**config.mk**
```make
export PLATFORM = sky130hd
export DESIGN_NAME = mem_port_arbiter
export DESIGN_NICKNAME = d
export VERILOG_FILES = /design/src/rtl/mem_arb_pkg.sv /design/src/rtl/mem_arb_starve_guard.sv /design/src/rtl/mem_port_arbiter.sv
export SDC_FILE = /design/constraint.sdc
export NUM_CORES = 1
export LEC_CHECK = 0
export CAP_MARGIN = 10
export CORE_AREA = 8 8 114 116
export DETAILED_ROUTE_END_ITERATION = 12
export DIE_AREA = 0 0 122 124
export SLEW_MARGIN = 20
export SYNTH_ARGS = -nofsm -noshare
export SYNTH_HDL_FRONTEND = slang
export SYNTH_SLANG_ARGS = --single-unit
```
**constraint.sdc**
```tcl
create_clock -name clk -period 1.4 [get_ports clk]
set_input_delay 0.21 -clock clk [delete_from_list [all_inputs] [get_ports clk]]
set_output_delay 0.21 -clock clk [all_outputs]
set_load 0.02 [all_outputs]
```
**src/rtl/mem_arb_pkg.sv**
```systemverilog
// Shared definitions for the unified-memory port-A arbiter: requester ids,
// response tag layout and the default starvation limit.
package mem_arb_pkg;

  localparam logic REQ_CORE   = 1'b0;
  localparam logic REQ_LOADER = 1'b1;

  localparam int MAX_WAIT_DEF = 8;

  typedef struct packed {
    logic valid;
    logic id;
  } tag_t;

endpackage

```
**src/rtl/mem_arb_starve_guard.sv**
```systemverilog
// Starvation guard for the loader requester: counts lost arbitration cycles
// and raises force_r1 so the loader wins after MAX_WAIT consecutive losses.
module mem_arb_starve_guard
  import mem_arb_pkg::*;
#(
  parameter int MAX_WAIT = MAX_WAIT_DEF
) (
  input  logic clk,
  input  logic reset,
  input  logic r1_valid,
  input  logic r1_ready,
  output logic force_r1
);

  localparam logic [7:0] MAX_W8 = 8'(MAX_WAIT);

  logic [7:0] wait_cnt;
  logic       waiting;

  assign waiting = r1_valid & ~r1_ready;

  always_ff @(posedge clk or negedge reset) begin
    if (!reset) begin
      wait_cnt <= '0;
      force_r1 <= 1'b0;
    end else begin
      if (!waiting)
        wait_cnt <= '0;
      else if (wait_cnt != MAX_W8)
        wait_cnt <= wait_cnt + 8'd1;
      // Force lands on the cycle after the MAX_WAIT-th loss
      if (r1_ready)
        force_r1 <= 1'b0;
      else if (waiting && (wait_cnt == MAX_W8 - 8'd1))
        force_r1 <= 1'b1;
    end
  end

endmodule

```
**src/rtl/mem_port_arbiter.sv**
```systemverilog
// Port-A arbiter for the unified memory: core (r0) over loader (r1), with an
// optional loader starvation guard enabled by MEM_ARB_STARVE_GUARD_EN.
module mem_port_arbiter
  import mem_arb_pkg::*;
#(
  parameter int MAX_WAIT = MAX_WAIT_DEF,
  parameter int DATA_W   = 32
) (
  input  logic              clk,
  input  logic              reset,
  input  logic              r0_valid,
  output logic              r0_ready,
  input  logic [3:0]        r0_we,
  input  logic [31:0]       r0_addr,
  input  logic [DATA_W-1:0] r0_wdata,
  output logic              r0_rvalid,
  output logic [DATA_W-1:0] r0_rdata,
  input  logic              r1_valid,
  output logic              r1_ready,
  input  logic [3:0]        r1_we,
  input  logic [31:0]       r1_addr,
  input  logic [DATA_W-1:0] r1_wdata,
  output logic              r1_rvalid,
  output logic [DATA_W-1:0] r1_rdata,
  output logic              mem_en,
  output logic [3:0]        mem_we,
  output logic [31:0]       mem_addr,
  output logic [DATA_W-1:0] mem_din,
  input  logic [DATA_W-1:0] mem_dout
);

  if (MAX_WAIT < 1 || MAX_WAIT > 255) begin : g_bad_max_wait
    $error("mem_port_arbiter: MAX_WAIT must be within 1..255");
  end
  if (DATA_W != 32) begin : g_bad_data_w
    $error("mem_port_arbiter: only DATA_W=32 is supported");
  end

  logic force_r1;
  logic grant0;
  logic grant1;
  tag_t tag_q;

`ifdef MEM_ARB_STARVE_GUARD_EN
  mem_arb_starve_guard #(
    .MAX_WAIT (MAX_WAIT)
  ) u_starve_guard (
    .clk      (clk),
    .reset    (reset),
    .r1_valid (r1_valid),
    .r1_ready (grant1),
    .force_r1 (force_r1)
  );
`else
  assign force_r1 = 1'b0;
`endif

  // Request stage: grant and port-A mux; readies are held low during reset
  always_comb begin
    grant0 = 1'b0;
    grant1 = 1'b0;
    if (reset) begin
      if (force_r1 && r1_valid)
        grant1 = 1'b1;
      else if (r0_valid)
        grant0 = 1'b1;
      else if (r1_valid)
        grant1 = 1'b1;
    end
  end

  assign r0_ready = grant0;
  assign r1_ready = grant1;
  assign mem_en   = grant0 | grant1;
  assign mem_we   = grant1 ? r1_we : (grant0 ? r0_we : 4'h0);
  assign mem_addr = grant1 ? r1_addr : r0_addr;
  assign mem_din  = grant1 ? r1_wdata : r0_wdata;

  // Response stage: tag follows the memory's one-cycle read latency
  always_ff @(posedge clk or negedge reset) begin
    if (!reset) begin
      tag_q <= '0;
    end else begin
      tag_q.valid <= grant0 | grant1;
      tag_q.id    <= grant1 ? REQ_LOADER : REQ_CORE;
    end
  end

  assign r0_rvalid = tag_q.valid && (tag_q.id == REQ_CORE);
  assign r1_rvalid = tag_q.valid && (tag_q.id == REQ_LOADER);
  assign r0_rdata  = mem_dout;
  assign r1_rdata  = mem_dout;

endmodule

```
# After elaboration in Yosys (flattened, before gate mapping)
# Cells that the tools add are included.
[word_totals]
regBits = 2
inputBits = 172
out_inout_bits = 137
wordCells = 16
[classes]
muxes = 10
bitwise_logic = 2
n_reduce_logical = 2
[ops]
columns = ["operator", "count"]
rows = [
  ["$mux 32", 2],
  ["$mux 4", 2],
  ["$mux 1", 6],
  ["$logic_and 1x1->1", 2],
  ["$not 1->1", 1],
  ["$or 1x1->1", 1],
]

# Depth between registers and ports, before layout
[logic_depth]
word_depth = 4
ltp_mapped = 4
depth_no_buf = 2

# Worst setup path before layout
# No wires, ideal clock.
[synth_path]
path_type = "input port to output port"
from = "input r0_valid"
to = "output mem_we[0]"
arrival_ps = 1039
required_ps = 1190
path_slack_ps = 151
stages = 3
path_buffers = 1
path_cell_list = "clkbuf_1 nand3b_1 a21boi_0"
[synth_via]
elab_chain_cells = 4
elab_cells_between_ends = 6
cone_classes = "6 x mux"
[synth_lines]
columns = ["element", "line", "source"]
rows = [
  ["start: declaration", "mem_port_arbiter.sv:11", "input logic r0_valid,"],
  ["$mux 1", "mem_port_arbiter.sv:65", "else if (r0_valid)"],
  ["$mux 1", "mem_port_arbiter.sv:62", "if (reset) begin"],
  ["$mux 4", "mem_port_arbiter.sv:75", "assign mem_we = grant1 ? r1_we : (grant0 ? r0_we : 4'h0);"],
  ["$mux 4 (*)", "mem_port_arbiter.sv:75", ""],
  ["end: declaration", "mem_port_arbiter.sv:26", "output logic [3:0] mem_we,"],
]
# Every way passes the cells marked *; elsewhere a longest branch is shown, timed or not.

# Worst setup path in the final report
[layout_path]
from = "input r0_valid"
to = "output mem_din[25]"
[layout_via]
elab_chain_cells = 3
[layout_lines]
columns = ["element", "line", "source"]
rows = [
  ["$mux 1", "mem_port_arbiter.sv:65", ""],
  ["$mux 1", "mem_port_arbiter.sv:62", ""],
  ["$mux 32", "mem_port_arbiter.sv:77", "assign mem_din = grant1 ? r1_wdata : r0_wdata;"],
  ["end: declaration", "mem_port_arbiter.sv:28", "output logic [DATA_W-1:0] mem_din,"],
]
# No other way between the ends.

==> impl_metrics.py <==
metrics = {
    "floorplanning": {
        "io_pins": 309,
        "die_w_um": 122,
        "dieArea_um2": 15130,
        "die-height_um": 124,
        "start_util_pct": 14.53,
        "rows": 39,
        "fp.coreArea_um2": 11170,
    },
    "grt": {
        "grt_max_degree": 11,
        "grt.met1_usage_pct": 11.34,
        "grt_pass1_vias": 1980,
        "gr-usage-met3_pct": 4.306,
        "gr-usage-met2_pct": 16.95,
        "grt-ovfl-total": 0,
        "grt-busiest-layer": "met2",
        "antenna_found_initial": 0,
        "grt.total_usage_pct": 9.839,
        "grt_first_pass_wirelength_mm": 11.64,
    },
    "timing": {
        "tns_ns": -10.59,
        "post-route-period-util_pct": 117.8,
        "setup_ws_ns": -0.2498,
        "fmax_mhz": 606.1,
        "hold_violations": 0,
        "drv_slew": 0,
        "slew_headroom_pct": 82.42,
        "rsz0062_at_grt": "yes",
        "tightestPinTransition_ns": 0.2648,
        "setup_viol": 63,
        "finalCriticalPeriod_ns": 1.650,
    },
    "logic_synthesis": {
        "synth_simple_gate_area_share_pct": 4.391,
        "synthMuxAreaShare_pct": 55.70,
        "synth_top_family_by_area": "multiplexers",
        "synth_cell_types": 14,
        "syn_inst": 156,
        "synthAdderAreaFrac_pct": 0,
        "synth_compound_area_share_pct": 2.311,
        "synth-seq-cells": 2,
        "postSynthAreaPerCell_um2": 10.41,
        "seq_area_frac_synth_pct": 3.082,
        "synth_nets": 328,
        "yosysWarnings": 0,
        "synth_xor_area_share_pct": 0,
        "synth_area_um2": 1624,
    },
    "critical_path": {
        "crit_type": "in2out",
        "end_kind": "output port",
        "crit_fanout": 8,
        "cp.required_ns": 1.19,
        "start_kind": "input pin",
        "crit_arrival_ns": 1.44,
    },
    "placed_design": {
        "hpwl_mm": 6.614,
        "dp_cells": 445,
        "io_buffers": 212,
        "routabilityCongestion": 0.7818,
    },
    "job": {
        "maxCapViolCount": 0,
    },
    "layout": {
        "top_register": "tag_q",
        "drive_gt1_share_pct": 50.31,
        "largestRegisters": "tag_q (2)",
        "largest_reg_flops": 2,
        "syn2layout_area_growth_pct": 140.3,
        "nets": 496,
        "instances_no_fill": 465,
        "fillers": 1125,
        "num_antenna_cells": 0,
    },
    "drt": {
        "totalWireLength_mm": 8.429,
        "drc": 0,
        "drt_pre_antenna_iters": 3,
        "vias": 1725,
        "drtIter0Drc": 27,
        "drtAntennaViolNets": 0,
        "wl_per_cell_um": 18.13,
        "viasPerCell": 3.710,
    },
    "clock_tree": {
        "clockBufferDepth": 2,
        "cts_made_buffers": 3,
        "cts_tree": "yes",
        "clock-sinks": 2,
        "htree_levels": 1,
        "root_buffer": "clkbuf_16",
    },
    "worst_hold_path": {
        "hp-class": "in2out",
    },
    "run_status": {
        "status": "finished with violations",
        "violations": "negative setup slack",
    },
    "pwr": {
        "p_leak_nw": 1.834,
        "power.density_nw_per_um2": 461.2,
        "irDropWorstVdd_mv": 0.4002,
    },
}
==> cell families (layout without fill, tap and decap cells) <==
kind of cell	after synthesis	in the layout
compound gates	5	5
buf+inv	73	239
simple gates	12	12
flops	2	2
mux	64	64
==> through the flow <==
step	setup WS, ns	area [um2]	util (%)	hold slack [ns]	total power (W)
after floorplan	0.1506	1624	-	-0.08559	0.0007992
after global routing	-0.2835	3902	34.92	0.4200	0.001880
after global placement	-0.9231	3438	30.77	0.4202	0.001240
after CTS	-0.2593	3930	35.17	0.4202	0.001835
after detailed placement	-0.9491	3438	30.77	0.4202	0.001248
final	-0.2498	3902	34.92	0.4200	0.001800
==> placed cells by master (no fill, tap or decap) <==
master / synthesis / final
a21boi_0: 4 / 2
a21boi_1: 0 / 2
and2_1: 2 / 2
buf_12: 0 / 7
buf_16: 0 / 6
buf_2: 1 / 6
buf_4: 64 / 6
buf_6: 6 / 68
buf_8: 0 / 1
clkbuf_16: 0 / 3
clkdlybuf4s50_1: 0 / 136
dfrtp_1: 2 / 2
dlygate4sd2_1: 0 / 4
dlygate4sd3_1: 0 / 1
inv_4: 0 / 1
mux2_2: 15 / 12
mux2_4: 49 / 52
nand2_1: 4 / 4
nand3b_1: 5 / 5
nor2b_1: 1 / 1
o21a_1: 1 / 1
==> synthesized netlist by cell type <==
cell       n  share of area, %
buf_4     64                30
mux2_4    49                45
mux2_2    15                10
buf_6      6               4.2
nand3b_1   5               2.3
a21boi_0   4               1.8
nand2_1    4              0.92
and2_1     2              0.77
dfrtp_1    2               3.1
buf_2      1              0.31
clkbuf_1   1              0.23
inv_1      1              0.23
nor2b_1    1              0.39
o21a_1     1              0.46
==> worst paths after layout <==
kind	depth (start not counted)	slack, ns	endpoint	from
max in group asynchronous	3	0.80	tag_q[1]	reset
worst max-delay path	8	-0.25	mem_din[25]	r0_valid
worst min-delay path	0	0.42	r0_rdata[15]	mem_dout[15]
min in group asynchronous	3	0.47	tag_q[0]	reset
==> critical path: stages <==
cell and delay [ns]:
buf_6 0.09, nand3b_1 0.15, buf_6 0.15, buf_12 0.12, buf_12 0.12, buf_16 0.14, mux2_4 0.31, buf_6 0.13
==> layout make-up <==
| type | count | area, um2 | share of cell area, % |
|---|---|---|---|
| repair buffers | 235 | 2567 | 65.79 |
| multi-input cells | 81 | 1025 | 26.26 |
| well taps | 143 | 178.9 | 4.585 |
| clock buffers | 3 | 75.07 | 1.924 |
| flip-flops and latches | 2 | 50.05 | 1.282 |
| inverters | 1 | 6.256 | 0.1603 |
==> routing by layer <==
metal	part of all wire, %	vias to the layer above
li1	-	805
met1	39	761
met2	48	154
met3	13	5
met4	0.23	0
met5	0	-
==> power breakdown <==
group           total, W  internal [W]  switching, W
logic            0.00131      0.000859      0.000455
registers      0.0000622     0.0000612   0.000000970
clock network   0.000424      0.000363     0.0000606
==> timing repair <==
action | 4_1_cts | 5_1_grt
cloned | 7 | 0
setup buffers | 10 | 2
hold buffers | 1 | 0
setup endpoints to repair | 73 | 66
resized for setup | 439 | 8
hold endpoints to repair | 2 | 0
pin swaps | 1 | 0
No activity file was read; power rests on OpenSTA's default activity.
